<file path="config.mk">
export PLATFORM = sky130hd
export DESIGN_NAME = ahb_led_sequencer
export DESIGN_NICKNAME = d
export VERILOG_FILES = /design/src/rtl/ahb_led_sequencer.sv
export SDC_FILE = /design/constraint.sdc
export NUM_CORES = 1
export LEC_CHECK = 0
export ABC_AREA = 1
export BUFFER_PORTS_ARGS = -buffer_cell sky130_fd_sc_hd__buf_4
export CORE_MARGIN = 8
export CORE_UTILIZATION = 40
export DETAILED_ROUTE_END_ITERATION = 8
export SLEW_MARGIN = 0
export SYNTH_ARGS = -nofsm -noshare
export SYNTH_HDL_FRONTEND = slang
export SYNTH_SLANG_ARGS = --single-unit
</file>
<file path="constraint.sdc">
create_clock -name HCLK -period 2.4 [get_ports HCLK]
set_input_delay 0.6 -clock HCLK [delete_from_list [all_inputs] [get_ports HCLK]]
set_output_delay 0.6 -clock HCLK [all_outputs]
set_load 0.01 [all_outputs]
</file>
<file path="src/rtl/ahb_led_sequencer.sv">
// AHB-Lite LED sequencer: register file, step prescaler and 8-bit pattern engine.
// Every output is registered from the next-state values computed in one combinational block.
module ahb_led_sequencer #(
  parameter int PRESCALE_W = 24
) (
  input  logic        HCLK,
  input  logic        HRESETn,
  input  logic        HSEL,
  input  logic [31:0] HADDR,
  input  logic [1:0]  HTRANS,
  input  logic        HWRITE,
  input  logic [2:0]  HSIZE,
  input  logic [31:0] HWDATA,
  input  logic        HREADY,
  output logic        HREADYOUT,
  output logic        HRESP,
  output logic [31:0] HRDATA,
  output logic [7:0]  LED,
  output logic        IRQ
);

  localparam logic [1:0] ADDR_PATTERN = 2'd0;
  localparam logic [1:0] ADDR_CTRL    = 2'd1;
  localparam logic [1:0] ADDR_PERIOD  = 2'd2;
  localparam logic [1:0] MODE_STATIC  = 2'b00;
  localparam logic [1:0] MODE_BLINK   = 2'b01;
  localparam logic [1:0] MODE_ROTATE  = 2'b10;
  localparam logic [1:0] MODE_BOUNCE  = 2'b11;

  logic                  dp_act_r, dp_write_r;
  logic [1:0]            dp_addr_r;
  logic [7:0]            pattern_r, pattern_s;
  logic                  en_r, en_s;
  logic [1:0]            mode_r, mode_s;
  logic                  irq_en_r, irq_en_s;
  logic [PRESCALE_W-1:0] period_r, period_s;
  logic [PRESCALE_W-1:0] count_r, count_s;
  logic [7:0]            led_q_r, led_q_s;
  logic                  dir_r, dir_s;
  logic                  pend_r, pend_s;
  logic [7:0]            led_r, led_s;
  logic                  irq_r, irq_s;
  logic [31:0]           hrdata_r, hrdata_s;
  logic                  accept_s, restart_s, clr_s, tick_s;
  logic                  unused_s;

  function automatic logic [7:0] rot_left(input logic [7:0] v);
    return {v[6:0], v[7]};
  endfunction

  function automatic logic [7:0] rot_right(input logic [7:0] v);
    return {v[0], v[7:1]};
  endfunction

  assign HREADYOUT = 1'b1;
  assign HRESP     = 1'b0;
  assign HRDATA    = hrdata_r;
  assign LED       = led_r;
  assign IRQ       = irq_r;
  assign unused_s  = ^{HSIZE, HTRANS[0], HADDR[31:4], HADDR[1:0], HWDATA[31:PRESCALE_W]};

  // Next-state for register writes, prescaler, pattern engine, interrupt and read data
  always_comb begin
    accept_s  = HSEL & HREADY & HTRANS[1];
    pattern_s = pattern_r;
    en_s      = en_r;
    mode_s    = mode_r;
    irq_en_s  = irq_en_r;
    period_s  = period_r;
    restart_s = 1'b0;
    clr_s     = 1'b0;
    if (dp_act_r & dp_write_r) begin
      case (dp_addr_r)
        ADDR_PATTERN: begin pattern_s = HWDATA[7:0]; restart_s = 1'b1; end
        ADDR_CTRL: begin
          en_s      = HWDATA[0];
          mode_s    = HWDATA[2:1];
          irq_en_s  = HWDATA[3];
          restart_s = 1'b1;
        end
        ADDR_PERIOD: begin period_s = HWDATA[PRESCALE_W-1:0]; restart_s = 1'b1; end
        default: clr_s = HWDATA[8];
      endcase
    end else begin
      restart_s = 1'b0;
    end

    // a restart in the same cycle swallows the tick entirely
    tick_s = en_r & ~restart_s & (count_r == period_r);
    if (restart_s | ~en_r | tick_s) begin
      count_s = {PRESCALE_W{1'b0}};
    end else begin
      count_s = count_r + PRESCALE_W'(1);
    end

    led_q_s = led_q_r;
    dir_s   = dir_r;
    if (restart_s) begin
      led_q_s = pattern_s;
      dir_s   = 1'b0;
    end else if (!en_r) begin
      led_q_s = pattern_r;
      dir_s   = 1'b0;
    end else if (tick_s || mode_r == MODE_STATIC) begin
      case (mode_r)
        MODE_STATIC: led_q_s = pattern_r;
        MODE_BLINK:  led_q_s = (led_q_r == 8'h00) ? pattern_r : 8'h00;
        MODE_ROTATE: led_q_s = rot_left(led_q_r);
        MODE_BOUNCE: begin
          if (!dir_r && led_q_r[7]) begin
            dir_s   = 1'b1;
            led_q_s = rot_right(led_q_r);
          end else if (dir_r && led_q_r[0]) begin
            dir_s   = 1'b0;
            led_q_s = rot_left(led_q_r);
          end else begin
            led_q_s = dir_r ? rot_right(led_q_r) : rot_left(led_q_r);
          end
        end
        default: led_q_s = led_q_r;
      endcase
    end else begin
      led_q_s = led_q_r;
    end

    if (tick_s & irq_en_r) begin
      pend_s = 1'b1;
    end else if (clr_s) begin
      pend_s = 1'b0;
    end else begin
      pend_s = pend_r;
    end

    led_s = en_s ? led_q_s : 8'h00;
    irq_s = pend_s & irq_en_s;

    // read data reflects register contents during the data phase
    hrdata_s = 32'h0000_0000;
    if (accept_s & ~HWRITE) begin
      case (HADDR[3:2])
        ADDR_PATTERN: hrdata_s = {24'h00_0000, pattern_s};
        ADDR_CTRL:    hrdata_s = {28'h000_0000, irq_en_s, mode_s, en_s};
        ADDR_PERIOD:  hrdata_s = {{(32-PRESCALE_W){1'b0}}, period_s};
        default:      hrdata_s = {22'h00_0000, dir_s, pend_s, led_q_s};
      endcase
    end else begin
      hrdata_s = 32'h0000_0000;
    end
  end

  // State and output registers
  always_ff @(posedge HCLK or negedge HRESETn) begin
    if (!HRESETn) begin
      dp_act_r   <= 1'b0;
      dp_write_r <= 1'b0;
      dp_addr_r  <= 2'd0;
      pattern_r  <= 8'h00;
      en_r       <= 1'b0;
      mode_r     <= 2'b00;
      irq_en_r   <= 1'b0;
      period_r   <= {PRESCALE_W{1'b0}};
      count_r    <= {PRESCALE_W{1'b0}};
      led_q_r    <= 8'h00;
      dir_r      <= 1'b0;
      pend_r     <= 1'b0;
      led_r      <= 8'h00;
      irq_r      <= 1'b0;
      hrdata_r   <= 32'h0000_0000;
    end else begin
      dp_act_r <= accept_s;
      if (accept_s) begin
        dp_write_r <= HWRITE;
        dp_addr_r  <= HADDR[3:2];
      end
      pattern_r <= pattern_s;
      en_r      <= en_s;
      mode_r    <= mode_s;
      irq_en_r  <= irq_en_s;
      period_r  <= period_s;
      count_r   <= count_s;
      led_q_r   <= led_q_s;
      dir_r     <= dir_s;
      pend_r    <= pend_s;
      led_r     <= led_s;
      irq_r     <= irq_s;
      hrdata_r  <= hrdata_s;
    end
  end

endmodule

</file>
==> out/summary.txt, run 1 <==
WS Path Type = reg -> reg
Initial antenna violation count = 0
Top FF cell, synth = dfrtp_1
CP max-delay cell = dfrtp_1
Share of layout cells above drive strength 1 = 0.183
Initial Util = 0.407
Leak = 3.33 nW
Maximum clock rate = 0.480 GHz
Routed via count = 4430
Area delta synth->final = 18.6%
Max Root-Sink Buffers = 2
Mapped Avg Cell Area = 8.18 sq um
Antenna diodes = 0
PwrDens = 1010 mW/mm^2
Max-cap violations = 0
Synth Warn # = 0
CTS tree = built
Critical path startpoint category = flop
Tot GR Track Use = 0.150
Total power = 6.45 mW
Hold Crit Class = in -> async
Max FO, Critical Path = 10
First-pass GRT wire length = 21500 microns
Worst-path cell chain = inv_1 -> nand2_1 -> nand2_1 -> nand2_1 -> nor2_1 -> nand2_1 -> nor2_2 -> nand3_2 -> nand2_2 -> nand2_1 -> nand3_1 -> nand2_1 -> nand3_1 -> nand2_1 -> inv_1
Status = finished clean
Vias in the first global route = 4309
Die width = 132 microns
Fin. Hold Viols = 0
Largest net degree at the start of global routing = 39
Worst Path Arrival = 2.38 ns
CP Capture Type = flop
1st-pass router iterations = 5
Final Wtd Congestion = 0.872
Unique masters post-synth = 41
Htree depth = 3
DRC Markers = 0
Commonest non-fill, non-tap cell in the layout = nand2_1
Layout Skew = 0.0109 ns
#FFs+latches synth = 107
Worst-path clk slew = 0.08 ns
Die ar. = 0.0174 sq mm
Post-Syn Area = 0.00537 sq mm
Root cell of the clock tree = clkbuf_16
RSZ-0062 raised after global routing = false
Min Tclk post-route = 2.08 ns
Cell family with most CP delay = simple AND/OR/NAND/NOR gates
WP buf/inv = 2
Resized cells post-CTS = 0
Avg WL per Cell = 14.3 microns
Final cycle utilization of the critical path = 0.868
Core Area = 0.0132 sq mm
Mapped Cells = 657
Worst-Skew Late Latency = 0.36 ns
Final setup viols = 0
Relative slew margins = 0.557
DRT antenna net count = 0
Drt first-iter violations = 277
Grt ovf = 0
Total wire length = 12900 microns
Most frequent cells in the layout = nand2_1 (154), dfrtp_1 (107), inv_1 (99)
Most Frequent Cell on Critical Path = nand2_1
Port buffer count = 64
Worst-margin pin slew = 0.660 ns
Height of the die = 132 microns
EDFF count, synth = 0
Clk sinks = 107
Register area share after synthesis = 0.498
Ports = 117
FILL cells = 1275
CP peak stage delay = 0.44 ns
TNS Setup = 0 ns
Average vias per placed instance = 4.88
Num CTS Buffers = 9
Hpwl dp = 9720 microns
Worst VDD drop = 0.475 mV
Slew Limit Fails = 0
CTS Hold Bufs = 0
# nets final = 801
Setup bufs post-CTS = 0
Asr flop ratio synth = 1.00
Cell Rows = 42
Worst endpoint required time = 2.70 ns
==> synthesized netlist by cell type, types with 2 or more instances <==
library cell | n | area (sq um)
nand2_1 | 154 | 578
dfrtp_1 | 107 | 2680
inv_1 | 99 | 372
nor2_1 | 56 | 210
o21ai_0 | 45 | 225
a21oi_1 | 41 | 205
nand3_1 | 29 | 145
xnor2_1 | 14 | 123
buf_4 | 10 | 75.1
clkbuf_1 | 10 | 37.5
xor2_1 | 9 | 78.8
nand2_2 | 8 | 50.1
nor2_4 | 7 | 78.8
nor3_1 | 7 | 35.0
mux2_2 | 6 | 67.6
a211oi_1 | 5 | 37.5
inv_2 | 5 | 18.8
nand4_1 | 5 | 31.3
a22oi_1 | 4 | 30.0
nor2_2 | 4 | 25.0
o22ai_1 | 3 | 18.8
a211oi_2 | 2 | 25.0
a21oi_2 | 2 | 17.5
buf_2 | 2 | 10.0
conb_1 | 2 | 7.51
nand3_2 | 2 | 20.0
nor4_1 | 2 | 12.5
o211ai_1 | 2 | 15.0
o21a_1 | 2 | 15.0
or2_2 | 2 | 12.5
==> final cells by class <==
class,count,area (sq um),area share
Multi-Input combinational cell,430,2200,0.345
Tap cell,176,220,0.0346
Timing Repair Buffer,73,561,0.0880
Sequential cell,107,2680,0.420
Clock buffer,9,225,0.0354
Inverter,105,399,0.0627
Clock inverter,7,87.6,0.0137
==> worst paths after layout <==
kind                                    end  slack [ns]        start  cells past startpoint
worst max-delay path              HRDATA[4]        0.32  count_r[21]                     15
worst min-delay path             HRDATA[17]        0.17      HRESETn                      1
worst max register to register    HRDATA[4]        0.32  count_r[21]                     15
worst min register to register   dp_write_r        0.50   dp_write_r                      1
max in group asynchronous       count_r[23]        1.59      HRESETn                      2
min in group HCLK               period_r[9]        0.49    HWDATA[9]                      2
==> cell families after synthesis <==
family	after synthesis	share of synthesized area
buffers and inverters	128	0.0978
DFF	107	0.498
other	2	0.00140
muxes	6	0.0126
xor gates and xnor gates	23	0.0375
and+or+nand+nor	281	0.237
adders and majority gates	1	0.00233
AOI/OAI and AO/OA	109	0.113
==> state kept, by name (all words and copies together) (netlist names) <==
| signal | cells |
|---|---|
| period_r | 24 |
| dir_r | 1 |
| pattern_r | 8 |
| pend_r | 1 |
| irq_en_r | 1 |
| IRQ | 1 |
| dp_act_r | 1 |
| dp_addr_r | 2 |
| mode_r | 2 |
| count_r | 24 |
| led_q_r | 8 |
| LED | 8 |
| dp_write_r | 1 |
| en_r | 1 |
| HRDATA | 24 |
==> worst reg2reg max path, cell delays in order, from the launching register on <==
cell,delay (ns)
dfrtp_1,0.44
inv_1,0.10
nand2_1,0.05
nand2_1,0.06
nand2_1,0.05
nor2_1,0.13
nand2_1,0.10
nor2_2,0.15
nand3_2,0.24
nand2_2,0.25
nand2_1,0.07
nand3_1,0.07
nand2_1,0.08
nand3_1,0.11
nand2_1,0.06
inv_1,0.05
==> metrics by stage <==
| stage | hold slack, ns | std cells | setup WS (ns) | utilization | cell area, sq um |
|---|---|---|---|---|---|
| 2_1_floorplan | 0.304 | 665 | 0.637 | - | 5400 |
| 3_3_place_gp | 0.476 | 891 | 0.353 | 0.459 | 6060 |
| 3_5_place_dp | 0.496 | 891 | 0.344 | 0.459 | 6060 |
| 4_1_cts | 0.180 | 907 | 0.313 | 0.483 | 6370 |
| 5_1_grt | 0.199 | 907 | 0.0848 | 0.483 | 6370 |
| 6_report | 0.172 | 907 | 0.316 | 0.483 | 6370 |
==> routing by layer <==
metal | up-vias | track usage | share of wire
met5 | - | 0 | 0
met4 | 0 | 0.0600 | 0.019
met3 | 22 | 0.0301 | 0.063
met2 | 146 | 0.213 | 0.42
met1 | 2070 | 0.217 | 0.50
li1 | 2192 | - | -
==> power by group <==
part           leakage (nW)  internal, mW  switching (mW)
clock network         0.155         0.840           0.742
registers              1.37          2.27           0.361
logic                  1.80         0.863            1.37
total                  3.33          3.97            2.48
(Power assumes the default switching activity.)
==> inputs of run 2 (changes only) <==
--- a/config.mk
+++ b/config.mk
@@ -10,6 +10,7 @@
 export CORE_MARGIN = 8
 export CORE_UTILIZATION = 40
 export DETAILED_ROUTE_END_ITERATION = 8
+export PLACE_DENSITY_LB_ADDON = 0.3
 export SLEW_MARGIN = 0
 export SYNTH_ARGS = -nofsm -noshare
 export SYNTH_HDL_FRONTEND = slang
==> run 2 against run 1 <==
  * Combinational power about the same
  * Global-route usage grew 0.35 points
  * Clock power barely moved
  * Total power is 0.84% higher
  * Sequential power about the same
  * Sequential share of layout area fell by 0.11 points
  * Critical path depth stayed put
  * Wire length grew 0.66%
  * Die area did not move
  * Setup slack better by 0.0034 ns
  * Critical path type unchanged
  * Highest routed layer unchanged
==> out/summary.txt, run 2 (synthesis results as in run 1) <==
Port buffer count = 64 (unchanged)
CP Capture Type = flop
Cell Rows = 42 (unchanged)
Max Root-Sink Buffers = 2 (unchanged)
Finished Cell Area = 0.00639 sq mm (+0.26%)
CTS tree = built
Largest net degree at the start of global routing = 42 (+7.7%)
Post-DP Area = 0.00606 sq mm (about the same)
WS Path Type = reg -> reg
Status = finished clean
Hold Crit Class = in -> async
WP buf/inv = 2 (unchanged)
First-pass GRT wire length = 22000 microns (+2.7%)
Most Frequent Cell on Critical Path = nand2_1
Routed via count = 4409 (-0.47%)
Max-cap violations = 0 (unchanged)
Fin. Hold Viols = 0 (unchanged)
Commonest non-fill, non-tap cell in the layout = nand2_1
Core Area = 0.0132 sq mm (unchanged)
Total wire length = 13000 microns (+0.66%)
Area delta synth->final = 18.9%
Pre-CTS WS = 0.348 ns (+0.00478 ns)
Average vias per placed instance = 4.87 (-0.25%)
Worst VDD drop = 0.429 mV (-9.6%)
Final WS setup = 0.319 ns (+0.00338 ns)
Avg WL per Cell = 14.4 microns (+0.89%)
Vias in the first global route = 4525 (+5.0%)
Top sig layer = met4
Die width = 132 microns (unchanged)
Grt ovf = 0 (unchanged)
DRT met1 WL = 6200 microns (-4.1%)
Worst Setup SP = count_r[21]
Worst endpoint required time = 2.69 ns (about the same)
Critical path startpoint category = flop
Maximum clock rate = 0.481 GHz (+0.16%)
Setup bufs post-CTS = 0 (unchanged)
Num CTS Buffers = 9 (unchanged)
Final setup viols = 0 (unchanged)
# nets final = 800 (-0.12%)
Dpl cells = 890 (-0.11%)
Worst-Skew Late Latency = 0.35 ns (about the same)
Post-layout util = 0.484 (+0.00123)
Clk sinks = 107 (unchanged)
DRT antenna net count = 0 (unchanged)
Met2 Routed Length = 5860 microns (+8.3%)
CP peak stage delay = 0.43 ns (about the same)
Cell family with most CP delay = simple AND/OR/NAND/NOR gates
FILL cells = 1275 (unchanged)
Max FO, Critical Path = 10 (unchanged)
Final Wtd Congestion = 0.888 (+1.8%)
Fin cells = 905 (-0.22%)
Relative slew margins = 0.565 (+0.00828)
Height of the die = 132 microns (unchanged)
Share of layout cells above drive strength 1 = 0.181 (-0.00224)
Worst-path clk slew = 0.07 ns (about the same)
RSZ-0062 raised after global routing = false
Met3 WL post-DR = 781 microns (-4.3%)
CTS Hold Bufs = 0 (unchanged)
Reg-to-Reg Start = count_r[21]
Drt first-iter violations = 302 (+9.0%)
Resized cells post-CTS = 0 (unchanged)
Slew Limit Fails = 0 (unchanged)
Hold Slack = 0.233 ns (+0.0617 ns)
Total power = 6.50 mW (+0.84%)
Root cell of the clock tree = clkbuf_16
Worst-path cell chain = inv_1 -> nand2_1 -> nand2_1 -> nand2_1 -> nor2_1 -> nand2_1 -> nor2_2 -> nand3_2 -> nand2_2 -> nand2_1 -> nand3_1 -> nand2_1 -> nand3_1 -> nand2_1 -> inv_1
Antenna diodes = 0 (unchanged)
Initial Util = 0.407 (unchanged)
Worst-margin pin slew = 0.648 ns (-0.0123 ns)
DRC Markers = 0 (unchanged)
Htree depth = 3 (unchanged)
Most frequent cells in the layout = nand2_1 (154), dfrtp_1 (107), inv_1 (99)
Die ar. = 0.0174 sq mm (unchanged)
Min Tclk post-route = 2.08 ns (-0.00338 ns)
Worst Path Arrival = 2.38 ns (about the same)
Hpwl dp = 9700 microns (-0.25%)
Final cycle utilization of the critical path = 0.867 (-0.00141)
Leak = 3.33 nW (about the same)
PwrDens = 1020 mW/mm^2 (+0.58%)
1st-pass router iterations = 5 (unchanged)
Tot GR Track Use = 0.153 (+0.00348)
Ports = 117 (unchanged)
TNS Setup = 0 ns (unchanged)
Initial antenna violation count = 0 (unchanged)
CP max-delay cell = dfrtp_1
Layout Skew = 0.0103 ns (-0.000590 ns)
[run 2: layout make-up]
| class | instances | area, sq um | area share |
|---|---|---|---|
| Multi-Input combinational cell | 430 | 2200 | 0.344 |
| Timing Repair Buffer | 72 | 566 | 0.0886 |
| Sequential cell | 107 | 2680 | 0.419 |
| Inverter | 105 | 399 | 0.0625 |
| Tap cell | 176 | 220 | 0.0345 |
| Clock buffer | 10 | 239 | 0.0374 |
| Clock inverter | 5 | 85.1 | 0.0133 |
[run 2: final timing paths]
check	end	slack (ns)	depth (start not counted)
worst max register to register	HRDATA[4]	0.32	15
max in group asynchronous	LED[4]	1.57	2
worst min-delay path	HRDATA[17]	0.23	1
worst min register to register	dp_write_r	0.52	1
worst max-delay path	HRDATA[4]	0.32	15
min in group HCLK	period_r[14]	0.51	3
[run 2: routing by layer]
metal | global-route usage | vias up
met2 | 0.231 | 127
met1 | 0.207 | 2082
met5 | 0 | -
li1 | - | 2187
met4 | 0.0504 | 0
met3 | 0.0434 | 13
[run 2: where the power goes]
group / switching [mW] / internal, mW / leakage, nW / total [mW]
Sequential: 0.361 / 2.27 / 1.37 / 2.63
Clock: 0.672 / 0.943 / 0.155 / 1.61
Combinational: 1.39 / 0.865 / 1.80 / 2.26
==> inputs of run 3 (changes only) <==
--- a/config.mk
+++ b/config.mk
@@ -7,10 +7,13 @@
 export LEC_CHECK = 0
 export ABC_AREA = 1
 export BUFFER_PORTS_ARGS = -buffer_cell sky130_fd_sc_hd__buf_4
+export CELL_PAD_IN_SITES_DETAIL_PLACEMENT = 0
+export CELL_PAD_IN_SITES_GLOBAL_PLACEMENT = 1
 export CORE_MARGIN = 8
 export CORE_UTILIZATION = 40
 export DETAILED_ROUTE_END_ITERATION = 8
 export PLACE_DENSITY_LB_ADDON = 0.3
+export SKIP_LAST_GASP = 1
 export SLEW_MARGIN = 0
 export SYNTH_ARGS = -nofsm -noshare
 export SYNTH_HDL_FRONTEND = slang
==> run 3 against run 2 <==
  * Clock skew is 0.0041 ns lower
  * Global-route usage increased by 0.81 points
  * Clock power hardly changed
  * Utilization unchanged
==> out/summary.txt, run 3 (synthesis results as in run 1) <==
CP peak stage delay = 0.43 ns (about the same)
Leak = 3.32 nW (about the same)
RSZ-0062 raised after global routing = false
Reg-to-reg slack, setup = 0.25 ns (-0.07 ns)
P_int = 4.04 mW (-0.79%)
Most frequent cells in the layout = nand2_1 (154), dfrtp_1 (107), inv_1 (99)
Routed via count = 4343 (-1.5%)
Initial Util = 0.407 (unchanged)
TNS Setup = 0 ns (unchanged)
Tot GR Track Use = 0.162 (+0.00815)
WS Path Type = reg -> reg
Grt ovf = 0 (unchanged)
Worst Path Arrival = 2.40 ns (+0.02 ns)
Commonest non-fill, non-tap cell in the layout = nand2_1
Sequential share of power = 0.406 (+0.002)
DRC Markers = 0 (unchanged)
Vias in the first global route = 4467 (-1.3%)
Worst-Skew Late Latency = 0.35 ns (about the same)
Worst endpoint required time = 2.65 ns (-0.04 ns)
Worst VDD drop = 0.419 mV (-2.5%)
Multi-input gate area = 0.00220 sq mm (+0.23%)
Share of layout cells above drive strength 1 = 0.181 (-0.000248)
Status = finished clean
DRT antenna net count = 0 (unchanged)
Layout Skew = 0.00620 ns (-0.00407 ns)
Max-cap violations = 0 (unchanged)
Max FO, Critical Path = 10 (unchanged)
Hold Crit Class = in -> async
Hpwl dp = 10100 microns (+3.8%)
Ports = 117 (unchanged)
Post-layout util = 0.484 (unchanged)
Fin. Hold Viols = 0 (unchanged)
Initial antenna violation count = 0 (unchanged)
Final Wtd Congestion = 0.866 (-2.4%)
Relative slew margins = 0.596 (+0.0305)
Clk sinks = 107 (unchanged)
Cell family with most CP delay = simple AND/OR/NAND/NOR gates
Area delta synth->final = 18.9% (unchanged)
Core Area = 0.0132 sq mm (unchanged)
1st-pass router iterations = 5 (unchanged)
Post-DP Area = 0.00606 sq mm (unchanged)
Port buffer count = 64 (unchanged)
Num CTS Buffers = 9 (unchanged)
Setup bufs post-CTS = 0 (unchanged)
CP Capture Type = flop
Maximum clock rate = 0.465 GHz (-3.3%)
Worst-path clk slew = 0.07 ns (about the same)
Largest net degree at the start of global routing = 38 (-9.5%)
Net switching power = 2.42 mW (-0.27%)
Average vias per placed instance = 4.79 (-1.6%)
Antenna diodes = 0 (unchanged)
Height of the die = 132 microns (unchanged)
Avg WL per Cell = 14.7 microns (+2.4%)
FILL cells = 1317 (+3.3%)
Finished Cell Area = 0.00639 sq mm (unchanged)
Final cycle utilization of the critical path = 0.897 (+0.0297)
Drt first-iter violations = 268 (-11%)
Max Root-Sink Buffers = 2 (unchanged)
# nets final = 800 (unchanged)
Clock power frac = 0.246 (-0.002)
Root cell of the clock tree = clkbuf_16
Die width = 132 microns (unchanged)
CP max-delay cell = dfrtp_1
Slew Limit Fails = 0 (unchanged)
First-pass GRT wire length = 22800 microns (+3.7%)
Die ar. = 0.0174 sq mm (unchanged)
Gate power share = 0.348 (about the same)
Worst-path cell chain = inv_1 -> nand2_1 -> nand2_1 -> nand2_1 -> nor2_1 -> nand2_1 -> nor2_2 -> nand3_2 -> inv_2 -> nand2_1 -> a21oi_2 -> nand2_1 -> a21oi_1
Sw frac = 0.374 (+0.00123)
Final setup viols = 0 (unchanged)
Cell Rows = 42 (unchanged)
Sequential cell area = 0.00268 sq mm (unchanged)
Total wire length = 13300 microns (+2.5%)
PwrDens = 1010 mW/mm^2 (-0.60%)
Min Tclk post-route = 2.15 ns (+0.0712 ns)
CTS tree = built
WP buf/inv = 2 (unchanged)
Worst-margin pin slew = 0.602 ns (-0.0455 ns)
Htree depth = 3 (unchanged)
Most Frequent Cell on Critical Path = nand2_1
Critical path startpoint category = flop
## run 3: cell types whose count changed in the layout (fill, tap and decap cells not counted), sizes merged
cell,change
inv,-1
clkinv,+2
## run 3: power by group through the flow
stage | combinational, mW | clock [mW] | sequential, mW
after floorplan | 1.59 | 0 | 2.58
after global placement | 2.22 | 0 | 2.65
after detailed placement | 2.24 | 0 | 2.66
after CTS | 2.26 | 1.64 | 2.63
after global routing | 2.60 | 1.73 | 2.69
final | 2.25 | 1.59 | 2.62
## run 3: area by class of cell
class / instances / area share
Sequential cell: 107 / 0.419
Multi-Input combinational cell: 430 / 0.345
Timing Repair Buffer: 72 / 0.0886
Inverter: 105 / 0.0625
Clock buffer: 10 / 0.0359
Tap cell: 176 / 0.0345
Clock inverter: 6 / 0.0141
## run 3: worst paths after layout
kind	from	depth (start not counted)	end
hold reg to reg	dp_write_r	1	dp_write_r
max in group asynchronous	HRESETn	2	pattern_r[3]
hold / removal	HRESETn	1	HRDATA[23]
setup reg to reg	count_r[21]	13	HRDATA[9]
setup / recovery	count_r[21]	13	HRDATA[9]
min in group HCLK	dp_write_r	1	dp_write_r
## run 3: layer usage
metal	vias to the layer above	global-route usage	part of all wire
li1	2187	-	-
met4	0	0.0638	0.017
met2	88	0.229	0.43
met3	15	0.0332	0.048
met5	-	0	0
met1	2053	0.234	0.51
## run 3: repair_timing
action	4_1_cts	5_1_grt
gates resized for setup	0	1
endpoints found under the setup margin	0	1
hold buffers	0	0
## run 3: metrics by stage
stage | hold slack (ns) | power (mW) | instances | setup WS, ns
6_report | 0.226 | 6.46 | 906 | 0.248
4_1_cts | 0.234 | 6.52 | 906 | 0.256
3_3_place_gp | 0.475 | 4.87 | 890 | 0.300
3_5_place_dp | 0.481 | 4.89 | 890 | 0.288
5_1_grt | 0.263 | 7.02 | 906 | 0.0622
2_1_floorplan | 0.304 | 4.17 | 665 | 0.637
